## src/rtl/lfsr_rng_gen.sv

```systemverilog
// Fibonacci LFSR random-number source: emits a registered WIDTH-bit sample plus a one-hot decode of its low bits.
// Latency: first sample is valid SHIFTS_PER_SAMPLE enabled cycles after reset release or a seed load.
// Backpressure: a pending sample stalls the LFSR at its terminal shift until rnd_ready; optional sample counter under LFSR_SAMPLE_CNT_EN.
module lfsr_rng_gen #(
    parameter int                 WIDTH             = 13,
    parameter logic [WIDTH-1:0]   TAPS              = 13'h100D,
    parameter logic [WIDTH-1:0]   SEED              = 13'h000F,
    parameter int                 SHIFTS_PER_SAMPLE = 13,
    parameter int                 DECODE_BITS       = 3
) (
    input  logic                        clock,
    input  logic                        reset,
    input  logic                        enable,
    input  logic                        seed_load,
    input  logic [WIDTH-1:0]            seed_in,
    output logic                        rnd_valid,
    input  logic                        rnd_ready,
    output logic [WIDTH-1:0]            rnd,
    output logic [2**DECODE_BITS-1:0]   onehot,
    output logic [WIDTH-1:0]            lfsr_state
`ifdef LFSR_SAMPLE_CNT_EN
    ,
    output logic [15:0]                 sample_cnt
`endif
);

    localparam int         OH_W = 2**DECODE_BITS;
    localparam logic [7:0] LAST = 8'(SHIFTS_PER_SAMPLE - 1);

    typedef enum logic {RUN, STALL} fsm_t;

    fsm_t              fsm_q, fsm_d;
    logic [WIDTH-1:0]  state_q, state_d;
    logic [7:0]        cnt_q, cnt_d;
    logic [WIDTH-1:0]  rnd_q, rnd_d;
    logic [OH_W-1:0]   onehot_q, onehot_d;
    logic              valid_q, valid_d;

    logic              fb;
    logic [WIDTH-1:0]  next_w;
    logic              at_term;
    logic              xfer;
    logic              shift_ok;

    // Feedback and the shifted candidate state.
    assign fb      = ^(state_q & TAPS);
    assign next_w  = {state_q[WIDTH-2:0], fb};
    assign at_term = (cnt_q == LAST);
    assign xfer    = valid_q && rnd_ready;

    // Next-state, stall decision, capture and handshake; seed load overrides everything.
    always_comb begin
        fsm_d    = fsm_q;
        state_d  = state_q;
        cnt_d    = cnt_q;
        rnd_d    = rnd_q;
        onehot_d = onehot_q;
        valid_d  = valid_q;
        shift_ok = 1'b0;

        case (fsm_q)
            RUN: begin
                // Terminal shift would overwrite an unconsumed sample: park here.
                shift_ok = enable && !(at_term && valid_q && !rnd_ready);
                if (at_term && valid_q && !rnd_ready) begin
                    fsm_d = STALL;
                end
            end
            STALL: begin
                // Already parked at the terminal count with a pending sample.
                shift_ok = enable && rnd_ready;
                if (rnd_ready) begin
                    fsm_d = RUN;
                end
            end
            default: begin
                fsm_d = RUN;
            end
        endcase

        if (seed_load) begin
            // Zero seed would lock the LFSR up, so fall back to SEED.
            state_d = (seed_in == '0) ? SEED : seed_in;
            cnt_d   = 8'd0;
            valid_d = 1'b0;
            fsm_d   = RUN;
        end else begin
            if (xfer) begin
                valid_d = 1'b0;
            end
            if (shift_ok) begin
                state_d = next_w;
                if (at_term) begin
                    // Capture overrides a same-cycle transfer: back-to-back samples.
                    rnd_d    = next_w;
                    onehot_d = OH_W'(1) << next_w[DECODE_BITS-1:0];
                    valid_d  = 1'b1;
                    cnt_d    = 8'd0;
                end else begin
                    cnt_d = cnt_q + 8'd1;
                end
            end
        end
    end

    // State registers with asynchronous reset.
    always_ff @(posedge clock or posedge reset) begin
        if (reset) begin
            fsm_q    <= RUN;
            state_q  <= SEED;
            cnt_q    <= 8'd0;
            rnd_q    <= '0;
            onehot_q <= OH_W'(1);
            valid_q  <= 1'b0;
        end else begin
            fsm_q    <= fsm_d;
            state_q  <= state_d;
            cnt_q    <= cnt_d;
            rnd_q    <= rnd_d;
            onehot_q <= onehot_d;
            valid_q  <= valid_d;
        end
    end

    assign rnd_valid  = valid_q;
    assign rnd        = rnd_q;
    assign onehot     = onehot_q;
    assign lfsr_state = state_q;

`ifdef LFSR_SAMPLE_CNT_EN
    logic [15:0] scnt_q, scnt_d;

    // Saturating count of accepted samples, cleared on reseed.
    always_comb begin
        scnt_d = scnt_q;
        if (seed_load) begin
            scnt_d = 16'd0;
        end else if (xfer && (scnt_q != 16'hFFFF)) begin
            scnt_d = scnt_q + 16'd1;
        end
    end

    // Sample counter register.
    always_ff @(posedge clock or posedge reset) begin
        if (reset) begin
            scnt_q <= 16'd0;
        end else begin
            scnt_q <= scnt_d;
        end
    end

    assign sample_cnt = scnt_q;
`endif

endmodule

```

## config.mk

```make
export PLATFORM = sky130hd
export DESIGN_NAME = lfsr_rng_gen
export DESIGN_NICKNAME = d
export VERILOG_FILES = /design/src/rtl/lfsr_rng_gen.sv
export SDC_FILE = /design/constraint.sdc
export NUM_CORES = 1
export LEC_CHECK = 0
export BUFFER_PORTS_ARGS = -buffer_cell sky130_fd_sc_hd__buf_4
export CAP_MARGIN = 10
export CORE_UTILIZATION = 50
export CTS_CLUSTER_SIZE = 12
export DETAILED_ROUTE_END_ITERATION = 12
export PLACE_DENSITY = 0.86
export SLEW_MARGIN = 20
export SYNTH_ARGS = -nofsm -noshare
export SYNTH_HDL_FRONTEND = slang
export SYNTH_SLANG_ARGS = --single-unit
```

## constraint.sdc

```tcl
create_clock -name clock -period 2.4 [get_ports clock]
set_input_delay 0.48 -clock clock [delete_from_list [all_inputs] [get_ports clock]]
set_output_delay 0.48 -clock clock [all_outputs]
set_load 0.005 [all_outputs]
```

==> impl_metrics.tcl <==
set metrics [dict create \
    p_comb_frac 0.126 \
    pwr-share-clk 0.361 \
    grt_pass1_wl_mm 7.25 \
    drv_slew 0 \
    route.met3.wl_um 201 \
    fp.dieArea_um2 4490 \
    cp_max_fo 8 \
    wl_per_cell_um 14.7 \
    seq_power_share 0.513 \
    wl_met1_mm 2.10 \
    gr-total-overflow 0 \
    worstPathArrival_ps 2190 \
    dp_hpwl_mm 3.23 \
    skew_ps 10.4 \
    cts_buffer_depth 2 \
    syn_to_final_growth_pct 26.3 \
    synth_top_family_by_area "compound AO/OA/AOI/OAI gates" \
    critPathLaunchType "register" \
    die_h_um 67.0 \
    drt-initial-drc-count 83 \
    io_buffers 52 \
    powerDensity_nw_per_um2 601 \
    cp_data_required_time_ps 2630 \
    core_um2 4030 \
    maxCapViolations 0 \
    dp_slack_ps 438 \
    layout.nets 277 \
    ctsHtreeMaxLevel 2 \
    synthCells 203 \
    first_pass_iters 4 \
    setup_violations 0 \
    muxShareOfSynthArea 0.0574 \
    syn_area_per_cell_um2 10.4 \
    hold_path.class "primary input to asynchronous set/reset pin" \
    numCtsBuffers 5 \
    antenna_cells 0 \
    ios 53 \
    period_minus_slack_ps 1960 \
    path_class "register to register" \
    tightest_slew_ps 538 \
    synth_top_flop_cell "dfrtp_1" \
    p_sw_frac 0.256 \
    status "finished, final reports clean" \
    syn_area_um2 2110 \
    wl_met2_mm 2.19 \
    ys_ff_latch 44 \
    power.leakage_nw 1.25 \
    crit_path_end_kind "register" \
    synth_top_area_share 0.462 \
    drt-vias-per-instance 5.56 \
    wl_mm 4.53 \
    clk_pin_slew_worst_paths_ps 90 \
    die_w_um 67.0 \
    slew_headroom 0.637 \
    hold_buffers 0 \
    syn_nets 223 \
    vias 1712 \
    postCtsResizedCells 0 \
    synthTopCellsByArea "dfrtp_1 46%, dfstp_2 6.2%, a21oi_1 5.9%" \
    cts_setup_buffers 0 \
    area.sequential_um2 1110 \
    synthXorXnorAreaFrac 0.0124 \
    seq_area_frac_synth 0.524 \
    num-fill-cells 313 \
    rows 23 \
    clk_latency_ps 300 \
    switchingPower_mw 0.411 \
    vdd_drop_max_uv 418 \
    rsz0062_at_grt "false" \
    fmaxAchievable_mhz 510 \
    p_int_mw 1.19 \
    antenna_found_initial 0 \
    drive_gt1_frac 0.314 \
    synth_commonest_cells "39 x dfrtp_1, 26 x nand2_1, 25 x a21oi_1" \
    track_usage 0.218 \
    clock-root-buffer "clkbuf_8" \
    cts_tree "done" \
    globalplace.congestion 0.755 \
    synth_edf_count 0 \
    synth_cell_type_count 43 \
    hold_violations 0 \
    multi_input_area_um2 930 \
    layout_setup_ws_ps 440 \
    dr.max_layer_used "met4" \
    finalCritPeriodShare 0.816 \
    start_util 0.525 \
    synth.most_common_cell "dfrtp_1" \
    synth.largest_area_cell "dfrtp_1" \
    grt_pass1_vias 1530 \
    synthSimpleGateAreaFrac 0.165 \
    clkSinkCount 44 \
    synth_compound_area_frac 0.194 \
    synth_adder_area_share 0.0118 \
    async_flop_share 1.00 \
    r2r.worst_path.cells 7 \
    drc 0 \
    setup-tns-final_ps 0 \
    ant_nets 0 \
    yosysWarnings 0 \
    grt_max_degree 45 \
]
[routing by layer]
metal,vias up,GRT usage
met2,42,0.334
li1,840,-
met3,4,0.0599
met4,0,0.0638
met5,-,0
met1,826,0.298
[final timing paths]
check                          start             to  slack, ps
min in group clock         rnd_ready          fsm_q        380
max in group asynchronous      reset  lfsr_state[2]       1710
min reg2reg                onehot[0]      onehot[0]        480
max                         cnt_q[0]  lfsr_state[1]        440
max reg2reg                 cnt_q[0]  lfsr_state[1]        440
min                            reset         rnd[2]        310
[final cells by class]
type / count / share of cell area
Clock buffer: 5 / 0.0258
Multi-Input combinational cell: 142 / 0.348
Sequential cell: 44 / 0.415
Inverter: 7 / 0.00984
Tap cell: 50 / 0.0234
Timing Repair Buffer: 57 / 0.160
Clock inverter: 3 / 0.0178
[logic make-up after synthesis]
logic type | Yosys count
adders and majority gates | 2
xor gates and xnor gates | 3
DFF | 44
muxes | 11
and+or+nand+nor | 66
buffers and inverters | 17
AOI/OAI and AO/OA | 60
[worst max-delay path: stages (launching register included)]
cell      delay [ps]
dfrtp_1          430
inv_1             80
ha_1             160
nand4b_1         230
o311ai_4         540
buf_4            240
nand2_1           60
a21oi_1          150
[state kept, by name (all words and copies together), names as in the netlist]
name / count
fsm_q: 1
onehot: 8
rnd_valid: 1
cnt_q: 8
rnd: 13
lfsr_state: 13
[metrics by stage]
stage,hold slack [ps],total power [mW],instance area [um^2],utilization,instances
final,309,1.60,2670,0.663,308
after global routing,361,1.67,2670,0.663,308
after CTS,331,1.61,2670,0.663,308
after detailed placement,468,1.04,2550,0.634,300
after global placement,465,1.03,2550,0.634,300
after floorplan,452,0.939,2110,-,203
[power by group through the flow]
stage	Combinational (mW)	Clock, mW	Sequential, mW
after floorplan	0.121	0	0.817
after global placement	0.199	0	0.834
after detailed placement	0.203	0	0.837
after CTS	0.204	0.586	0.822
after global routing	0.229	0.609	0.829
final	0.202	0.579	0.823
[placed cells by master, fill, tap and decap left out, types with 3 or more instances in the layout]
cell	count
o31ai_1	7
dfstp_2	5
clkbuf_8	5
mux2_1	4
a32o_1	4
dfrtp_1	39
a21oi_1	25
nor2b_1	15
nand2b_1	5
nor2_1	5
mux2_2	5
inv_1	6
or4_1	3
buf_4	57
o21ai_1	9
nand2_1	26
nand3_1	3
Power figures use the tool's default switching activity.
